File: config.mk
export PLATFORM = sky130hd
export DESIGN_NAME = pc_sequencer
export DESIGN_NICKNAME = d
export VERILOG_FILES = /design/src/rtl/pc_sequencer.sv
export SDC_FILE = /design/constraint.sdc
export NUM_CORES = 1
export LEC_CHECK = 0
export CORE_ASPECT_RATIO = 1.1
export CORE_UTILIZATION = 47
export DETAILED_ROUTE_END_ITERATION = 7
export PLACE_DENSITY = 0.87
export RECOVER_POWER = 25
export SYNTH_ARGS = -nofsm -noshare
export SYNTH_HDL_FRONTEND = slang
export SYNTH_SLANG_ARGS = --single-unit
File: constraint.sdc
create_clock -name clk -period 4.5 [get_ports clk]
set_input_delay 0.675 -clock clk [delete_from_list [all_inputs] [get_ports clk]]
set_output_delay 0.675 -clock clk [all_outputs]
set_load 0.02 [all_outputs]
File: src/rtl/pc_sequencer.sv
// Fetch-stage PC register: next PC is chosen from exc > jr > jump > branch, a pending redirect, or PC + STEP.
// Latency: one cycle from a sampled request to pc_o; a redirect raised in a stall is applied at the first unstalled edge.
// Backpressure: stall_i holds the PC and parks the newest request in a one-entry buffer; exceptions ignore stall_i.
// Optional: `define PC_ALIGN_CHECK_EN builds the misaligned-target flag; otherwise misalign_o is tied low.

module pc_sequencer #(
  parameter int          WIDTH    = 32,
  parameter logic [31:0] RESET_PC = 32'h0000_0000,
  parameter int          STEP     = 4
) (
  input  logic             clk,
  input  logic             rst_n,
  input  logic             stall_i,
  input  logic             branch_en_i,
  input  logic [WIDTH-1:0] branch_pc_i,
  input  logic             jump_en_i,
  input  logic [WIDTH-1:0] jump_pc_i,
  input  logic             jr_en_i,
  input  logic [WIDTH-1:0] jr_pc_i,
  input  logic             exc_en_i,
  input  logic [WIDTH-1:0] exc_pc_i,
  output logic [WIDTH-1:0] pc_o,
  output logic [WIDTH-1:0] pc_plus_o,
  output logic             redirect_o,
  output logic             pending_o,
  output logic             misalign_o
);

  localparam logic [WIDTH-1:0] RESET_PC_W = WIDTH'(RESET_PC);
  localparam logic [WIDTH-1:0] STEP_W     = WIDTH'(STEP);

  // Architectural state
  logic [WIDTH-1:0] pc_q, pc_d;
  logic             pend_v_q, pend_v_d;
  logic [WIDTH-1:0] pend_pc_q, pend_pc_d;
  logic             redirect_q, redirect_d;

  // Selected request
  logic             req;
  logic [WIDTH-1:0] tgt;
  logic [WIDTH-1:0] pc_inc;

  // Sequential increment wraps naturally at 2^WIDTH
  assign pc_inc = pc_q + STEP_W;

  // Fixed-priority selection of the live redirect target
  always_comb begin
    req = exc_en_i | jr_en_i | jump_en_i | branch_en_i;
    tgt = branch_pc_i;
    if (exc_en_i) begin
      tgt = exc_pc_i;
    end else if (jr_en_i) begin
      tgt = jr_pc_i;
    end else if (jump_en_i) begin
      tgt = jump_pc_i;
    end else if (branch_en_i) begin
      tgt = branch_pc_i;
    end
  end

  // Next-state rules: exception, stalled capture, stalled hold, live redirect, pending replay, increment
  always_comb begin
    pc_d       = pc_q;
    pend_v_d   = pend_v_q;
    pend_pc_d  = pend_pc_q;
    redirect_d = 1'b0;
    if (exc_en_i) begin
      // Exceptions bypass stall and drop whatever was parked
      pc_d       = exc_pc_i;
      pend_v_d   = 1'b0;
      redirect_d = 1'b1;
    end else if (stall_i) begin
      if (req) begin
        // Newest request overwrites an older parked one
        pend_v_d  = 1'b1;
        pend_pc_d = tgt;
      end
    end else if (req) begin
      // A live request supersedes the parked one
      pc_d       = tgt;
      pend_v_d   = 1'b0;
      redirect_d = 1'b1;
    end else if (pend_v_q) begin
      pc_d       = pend_pc_q;
      pend_v_d   = 1'b0;
      redirect_d = 1'b1;
    end else begin
      pc_d = pc_inc;
    end
  end

  // State register with synchronous active-low reset
  always_ff @(posedge clk) begin
    if (!rst_n) begin
      pc_q       <= RESET_PC_W;
      pend_v_q   <= 1'b0;
      pend_pc_q  <= '0;
      redirect_q <= 1'b0;
    end else begin
      pc_q       <= pc_d;
      pend_v_q   <= pend_v_d;
      pend_pc_q  <= pend_pc_d;
      redirect_q <= redirect_d;
    end
  end

`ifdef PC_ALIGN_CHECK_EN
  // Low log2(STEP) bits of a loaded target must be zero; STEP of 1 never flags
  localparam int               ALIGN_BITS = (STEP > 1) ? $clog2(STEP) : 0;
  localparam logic [WIDTH-1:0] ALIGN_MASK = WIDTH'((64'd1 << ALIGN_BITS) - 64'd1);

  logic misalign_q, misalign_d;

  // Flag only the cycle a redirect lands on a misaligned target; the target itself is not altered
  always_comb begin
    misalign_d = 1'b0;
    if (redirect_d && ((pc_d & ALIGN_MASK) != '0)) begin
      misalign_d = 1'b1;
    end
  end

  // Misalign flag register
  always_ff @(posedge clk) begin
    if (!rst_n) begin
      misalign_q <= 1'b0;
    end else begin
      misalign_q <= misalign_d;
    end
  end

  assign misalign_o = misalign_q;
`else
  assign misalign_o = 1'b0;
`endif

  assign pc_o       = pc_q;
  assign pc_plus_o  = pc_inc;
  assign redirect_o = redirect_q;
  assign pending_o  = pend_v_q;

endmodule

==> After elaboration in Yosys (flattened, before gate mapping) <==
Index checks and enable logic that the tools add are counted.
{ "word_totals": {"reg_bits": 66, "output_inout_bits": 67, "inputBits": 135, "wordCells": 24} }
{ "classes": {"n_reduce_logical": 2, "n_mux": 10, "add_sub_neg": 1, "n_eq_ne": 1, "bitwise": 6} }
{ "ops": {"columns": ["operator", "n"], "rows": [
  ["$mux W32", 6],
  ["$add A32 B3 Y32 const B", 1],
  ["$mux W1", 4],
  ["$not A1 Y1", 3],
  ["$or A1 B1 Y1", 3],
  ["$reduce_and A3 Y1", 1],
  ["$reduce_or A3 Y1", 1],
  ["$ne A2 B1 Y1 const B", 1]
]} }

==> Longest topological paths before layout <==
Gate-level depths: netlist of run 1.
{ "depth": {"ltp_word": 6, "mapped_depth": 8, "ltp_nobuf": 6} }

==> Least setup slack after synthesis of run 1 <==
Ideal clock, no wire load.
{ "synth_timing": {"path_type": "register -> output", "startpoint": "register pc_q[2] (netlist: pc_o[2])", "endpoint": "output pc_plus_o[20]", "setup_slack_ns": 1.844, "path_stages_with_launch": 6, "t_arrival_ns": 1.981, "cell_sequence": "dfxtp_1 -> ha_1 -> nand4_1 -> nor3_1 -> and3_1 -> xor2_1"} }
{ "synth_between": {"elab_chain_len": 1} }
{ "synth_lines": {"columns": ["item", "line", "rtl"], "rows": [
  ["start, declared", "33", "logic [WIDTH-1:0] pc_q, pc_d;"],
  ["start signal, assigned", "100", "pc_q <= pc_d;"],
  ["$add A32 B3 Y32", "44", "assign pc_inc = pc_q + STEP_W;"],
  ["end, declared", "23", "output logic [WIDTH-1:0] pc_plus_o,"]
]} }
Every way passes these cells.

==> Worst setup path in the final report of run 1 <==
{ "layout_timing": {"startpoint": "register pc_q[15] (netlist: pc_o[15])", "endpoint": "output pc_plus_o[29]"} }
Same word-level chain as after synthesis.

==> out/metrics.cfg, run 1 <==
[final_layout]
drive_above_1_share = 0.06593
instances_no_fill = 939
syn_to_final_growth_pct = 43.86
nNetsFinal = 950
diodes = 0

[synth]
syn-instance-count = 650
syn_area_per_cell_um2 = 7.505
synth_top_family_by_area = compound AO/OA/AOI/OAI gates
ys_warn_count = 0
synth_compound_gate_area_share = 0.2660
synth_flop_cell = dfxtp_1
synthArstFlopShare = 0
synth_simple_gate_area_frac = 0.2647
ys_seq_area_frac = 0.2708
yosys.cell_types.count = 64
synth_xor_area_frac = 0.05027
ys_seq_elements = 66
synthMuxAreaShare = 0.07643
yosys.area_share.adder = 0.002565
synth_edf_count = 0
synth_nets = 786
netlist_area_um2 = 4878

[critical_path]
timing_worst_setup_path_type = reg2out
worstSetupEndpointType = output pin
reg2reg_depth = 5
crit_arrival_ns = 3.14
crit_path_max_fanout = 12
crit_required_ns = 3.83
ff2ff_setup_slack_ns = 1.79
r2r_end = pc_o[12]$_SDFFE_PN0P_
crit_path_start_kind = flop
reg2reg_from = pending_o$_SDFFE_PP0P_

[timing]
slew_headroom = 0.3084
tightest_slew_ns = 1.037
fin_crit_ns = 3.812
fin_tns_setup_ns = 0
fmax_mhz = 262.3
final_hold_viol_count = 0
rsz0062_at_grt = false
finalSetupViolations = 0
drv_slew = 0
finalClockSkew_ns = 0.01872
fin_crit_sh = 0.8471

[clocking]
cts_tree = yes
cts_buffers = 9
numClockSinks = 66
cts_setup_buffers = 0
ctsHtreeMaxLevel = 3
cts_resized = 0
path_clk_slew_ns = 0.07
cts_buffer_depth = 2
root_buffer = clkbuf_8
hold_buffers = 0
clock_latency_ns = 0.35

[floorplanning]
die_y_um = 108.9
pin_count = 202
initial_core_util = 0.4886
die_w_um = 99.14
num_rows = 38
die-area_um2 = 10790
core_um2 = 9985

[route]
wl_per_cell_um = 18.12
ant_nets = 0
vias_per_cell = 6.192
drcViolationCount = 0
dr.pass1.iters = 5
routed_wl_um = 17010
drt_iter0_drc = 489
num_vias = 5814

[worst_hold_path]
worst_hold_path.num_cells = 2
hp-start = pend_pc_q[0]$_SDFFE_PN0P_
hold_path_end = pend_pc_q[0]$_SDFFE_PN0P_
hp-class = reg2reg

[status]
status = complete, no violations

[global_route]
grt_max_degree = 68
grt.total_usage = 0.3082
overflow = 0
antenna_found_initial = 0
grt_pass1_wl_um = 26390
grt_pass1_vias = 5245

[place]
hpwlAfterDp_um = 12830
routabilityCongestion = 0.9563
dp.cells = 923
portBuffers = 200

[power]
p_per_area_nw_per_um2 = 254.6
ir_drop_mv = 0.1652
power_leakage_nw = 2.596

[job]
maxCapViolCount = 0

[area by class of cell]
type	instances	area (µm²)
timing repair buffer	210	2062
clock buffer	12	145.1
clock inverter	4	75.07
fill	823	2967
multi-input combinational	516	3223
inverter	11	41.29
sequential	66	1321
tap	120	150.1
[sequential cells by signal, summed over array words and instances (netlist names)]
register	count
pend_pc_q	32
pc_o	32
redirect_o	1
pending_o	1
[stage by stage]
step | instance area [µm²] | power (mW) | hold slack, ns | utilization | setup WS [ns]
floorplan | 4878 | 0.9545 | 0.4382 | - | 1.844
global placement | 6798 | 1.217 | 0.4487 | 0.6808 | 1.188
detailed placement | 6798 | 1.230 | 0.4609 | 0.6808 | 1.087
CTS | 7018 | 1.785 | 0.4698 | 0.7029 | 0.7188
global route | 7018 | 1.851 | 0.4864 | 0.7029 | 0.4316
finish | 7018 | 1.787 | 0.4695 | 0.7029 | 0.6883
[where the power goes]
group	internal, mW	switching (mW)
Sequential	0.624	0.0538
Clock	0.328	0.242
Combinational	0.274	0.266
Total	1.23	0.562
[worst max path at each step]
stage	from	endpoint	slack, ns	depth (start not counted)
final	pc_o[15]$_SDFFE_PN0P_	pc_plus_o[29]	0.69	6
after global routing	pc_o[15]$_SDFFE_PN0P_	pc_plus_o[29]	0.43	6
after CTS	pc_o[15]$_SDFFE_PN0P_	pc_plus_o[29]	0.72	6
after detailed placement	pc_o[15]$_SDFFE_PN0P_	pc_plus_o[29]	1.09	6
after global placement	pc_o[15]$_SDFFE_PN0P_	pc_plus_o[29]	1.19	6
after floorplan	pc_o[2]$_SDFFE_PN0P_	pc_plus_o[20]	1.84	5
[kinds of logic after synthesis]
family | Yosys count
other cells | 1
simple gates | 250
flops | 66
fa+ha+maj | 1
buf+inv | 68
mux | 36
xor+xnor | 28
compound gates | 200
[cells in the final DEF (no fill, tap or decap), types with 5 or more instances in the layout]
master | synthesis | final
a31oi_1 | 20 | 20
nand2_1 | 93 | 93
nor3_1 | 11 | 11
nor2b_1 | 8 | 8
dlygate4sd3_1 | 0 | 33
nor4_1 | 9 | 9
nand3_1 | 28 | 28
xnor2_1 | 20 | 20
mux2i_1 | 26 | 26
clkdlybuf4s50_1 | 0 | 164
mux2_2 | 10 | 10
a21oi_1 | 40 | 40
o211ai_1 | 20 | 20
and2_1 | 11 | 11
and3_1 | 10 | 10
a311o_1 | 5 | 5
nor2_1 | 28 | 28
o221ai_1 | 5 | 5
nand4_1 | 12 | 12
dfxtp_1 | 66 | 66
nand2b_1 | 12 | 12
xor2_1 | 8 | 8
clkbuf_8 | 0 | 10
o21ai_0 | 55 | 55
buf_4 | 7 | 10
or3_1 | 6 | 6
inv_1 | 10 | 10
a21boi_0 | 25 | 25
[Yosys cell counts (all sizes together), types with 20 or more instances]
cell	number	area (µm²)
nand2	95	361.6
dfxtp	66	1321
o21ai	55	275.3
a21oi	40	200.2
buf	29	186.4
nand3	29	150.1
nor2	29	125.1
clkbuf	28	106.4
a21boi	26	195.2
mux2i	26	260.3
a31oi	20	125.1
o211ai	20	150.1
xnor2	20	175.2
[worst max-delay path, stage by stage (launching register included)]
cell             delay [ns]
dfxtp_1                0.50
nand4_1                0.18
nor4_2                 0.83
nand2_1                0.28
nor3_1                 0.23
xor2_1                 0.16
clkdlybuf4s50_1        0.61
[per-layer routing]
layer | vias up | part of all wire | global-route usage
met4 | 0 | 0.027 | 0.1019
li1 | 2694 | - | -
met5 | - | 0 | 0
met1 | 2693 | 0.40 | 0.3918
met2 | 377 | 0.47 | 0.5165
met3 | 50 | 0.099 | 0.07179
Note: power is estimated with default switching activity, not from simulation.
==> run 2, diff against run 1 <==
CORE_UTILIZATION = 44   (was 47)
PLACE_DENSITY = 0.82   (was 0.87)
clock period = 3.7 ns   (was 4.5 ns; I/O delays follow)
==> out/metrics.cfg, run 2 (same netlist as run 1, synthesis figures left out) <==
[place]
portBuffers = 200  ; unchanged
routabilityCongestion = 0.9283  ; was 0.9563
hpwlAfterDp_um = 13610  ; was 12830 µm

[power]
power_leakage_nw = 2.652  ; was 2.596 nW
finalPower_mw = 2.336  ; was 1.787 mW
p_per_area_nw_per_um2 = 325.7  ; was 254.6 nW/µm²
ir_drop_mv = 0.2012  ; was 0.1652 mV

[clocking]
ctsHtreeMaxLevel = 3  ; unchanged
numClockSinks = 66  ; unchanged
cts_tree = yes  ; unchanged
cts_buffer_depth = 2  ; unchanged
clock_latency_ns = 0.33  ; was 0.35 ns
cts_buffers = 9  ; unchanged
path_clk_slew_ns = 0.06  ; was 0.07 ns
hold_buffers = 0  ; unchanged
cts_resized = 0  ; unchanged
cts_setup_buffers = 0  ; unchanged
root_buffer = clkbuf_16  ; was clkbuf_8

[global_route]
grt_max_degree = 62  ; was 68
grt_pass1_vias = 5302  ; was 5245
antenna_found_initial = 0  ; unchanged
grt.total_usage = 0.3082  ; about the same
grt_pass1_wl_um = 27460  ; was 26390 µm
overflow = 0  ; unchanged

[critical_path]
r2r_end = pc_o[12]$_SDFFE_PN0P_  ; unchanged
crit_path_max_fanout = 8  ; was 12
ff2ff_setup_slack_ns = 1.49  ; was 1.79 ns
crit_path_start_kind = flop  ; unchanged
crit_top_cell = nand4_1
timing_worst_setup_path_type = reg2out  ; unchanged
cp_slowest_cell = clkdlybuf4s50_1  ; was nor4_2
reg2reg_depth = 5  ; unchanged
worstSetupEndpointType = output pin  ; unchanged
path_cells = ha_1 > nand4_1 > nor2_1 > nand4_1 > xnor2_1 > clkdlybuf4s50_1  ; was nand4_1 > nor4_2 > nand2_1 > nor3_1 > xor2_1 > clkdlybuf4s50_1
reg2reg_from = pending_o$_SDFFE_PP0P_  ; unchanged
crit_required_ns = 3.14  ; was 3.83 ns
crit_arrival_ns = 2.77  ; was 3.14 ns
max_stage_delay_ns = 0.64  ; was 0.83 ns

[final_layout]
syn_to_final_growth_pct = 46.99  ; was 43.86%
seqCellArea_um2 = 1321  ; unchanged
post-route-util = 0.6772  ; was 0.7029
multi_input_area_um2 = 3223  ; unchanged
fillers = 920  ; was 823
final_common_cell = clkdlybuf4s50_1  ; unchanged
nNetsFinal = 957  ; was 950
drive_above_1_share = 0.07506  ; was 0.06593
final_cell_mix = clkdlybuf4s50_1, nand2_1, dfxtp_1  ; unchanged
diodes = 0  ; unchanged

[route]
routed_wl_um = 17660  ; was 17010 µm
dr.pass1.iters = 6  ; was 5
wl_per_cell_um = 18.23  ; was 18.12 µm
drcViolationCount = 0  ; unchanged
num_vias = 5724  ; was 5814
ant_nets = 0  ; unchanged
vias_per_cell = 5.907  ; was 6.192
drt_iter0_drc = 534  ; was 489

[floorplanning]
pin_count = 202  ; unchanged
die_w_um = 102.4  ; was 99.14 µm
die_y_um = 112.4  ; was 108.9 µm
num_rows = 39  ; was 38
core_um2 = 10590  ; was 9985 µm²
initial_core_util = 0.4607  ; was 0.4886
die-area_um2 = 11510  ; was 10790 µm²

[job]
maxCapViolCount = 0  ; unchanged

[worst_hold_path]
hp-start = pend_pc_q[12]$_SDFFE_PN0P_  ; was pend_pc_q[0]$_SDFFE_PN0P_
hold_path_end = pend_pc_q[12]$_SDFFE_PN0P_  ; was pend_pc_q[0]$_SDFFE_PN0P_
worst_hold_path.num_cells = 2  ; unchanged
hp-class = reg2reg  ; unchanged

[timing]
fin_crit_ns = 3.328
fmax_mhz = 300.5
drv_slew = 0  ; unchanged
holdWs_ns = 0.4609  ; was 0.4695 ns
tightest_slew_ns = 1.380  ; was 1.037 ns
slew_headroom = 0.08029  ; was 0.3084
fin_crit_sh = 0.8993
finalSetupViolations = 0  ; unchanged
final_hold_viol_count = 0  ; unchanged
fin_tns_setup_ns = 0  ; unchanged
finalClockSkew_ns = 0.007145  ; was 0.01872 ns
rsz0062_at_grt = false  ; unchanged

[status]
status = complete, no violations  ; unchanged

run 2: changes by cell type in the layout (fill, tap and decap cells not counted), sizes merged:
cell / previous run / this run
clkinv: 1 / 3
buf: 13 / 19
dlygate4sd3: 33 / 30
bufinv: 2 / 1
clkbuf: 12 / 10
clkinvlp: 2 / 4
clkdlybuf4s50: 164 / 167
run 2: per-layer routing:
metal  global-route usage  vias up  wire length [µm]
met2               0.5051      327              8527
met5                    0        -                 0
met1               0.4126     2648              7314
li1                     -     2710                 -
met3              0.03985       39              1385
met4               0.1067        0               435
run 2: through the flow:
| step | cell area [µm²] | setup WS, ns | std cells |
|---|---|---|---|
| final | 7171 | 0.3725 | 969 |
| after global routing | 7171 | 0.2216 | 969 |
| after CTS | 7174 | 0.3659 | 969 |
| after detailed placement | 6879 | 0.7181 | 953 |
| after global placement | 6879 | 0.7789 | 953 |
| after floorplan | 4878 | 1.164 | 650 |
run 2: worst max-delay path by stage:
stage | startpoint | end | depth (start not counted)
after CTS | pc_o[2]$_SDFFE_PN0P_ | pc_plus_o[26] | 6
after floorplan | pc_o[2]$_SDFFE_PN0P_ | pc_plus_o[20] | 5
after global placement | pc_o[2]$_SDFFE_PN0P_ | pc_plus_o[26] | 6
final | pc_o[2]$_SDFFE_PN0P_ | pc_plus_o[26] | 6
after global routing | pc_o[2]$_SDFFE_PN0P_ | pc_plus_o[24] | 6
after detailed placement | pc_o[2]$_SDFFE_PN0P_ | pc_plus_o[26] | 6
run 2: layout make-up:
cell class | count | share of cell area
multi-input combinational | 516 | 0.4495
inverter | 11 | 0.005758
tap | 143 | 0.02495
timing repair buffer | 217 | 0.2944
clock inverter | 7 | 0.009771
sequential | 66 | 0.1843
clock buffer | 9 | 0.03141
run 2: worst max-delay path: cells and delay by family, from the launching register on:
family / cells / cell delay (ns)
adder cells (fa/ha/maj): 1 / 0.27
flip-flops: 1 / 0.47
buffers and inverters: 1 / 0.64
XOR/XNOR: 1 / 0.20
AND/OR/NAND/NOR: 3 / 0.85
run 2: report_power, final:
| group | leakage, nW | switching, mW | internal, mW | total (mW) |
|---|---|---|---|---|
| clock | 0.133 | 0.332 | 0.519 | 0.851 |
| sequential | 0.544 | 0.0663 | 0.759 | 0.826 |
| combinational | 1.98 | 0.323 | 0.336 | 0.659 |
| total | 2.65 | 0.721 | 1.61 | 2.34 |
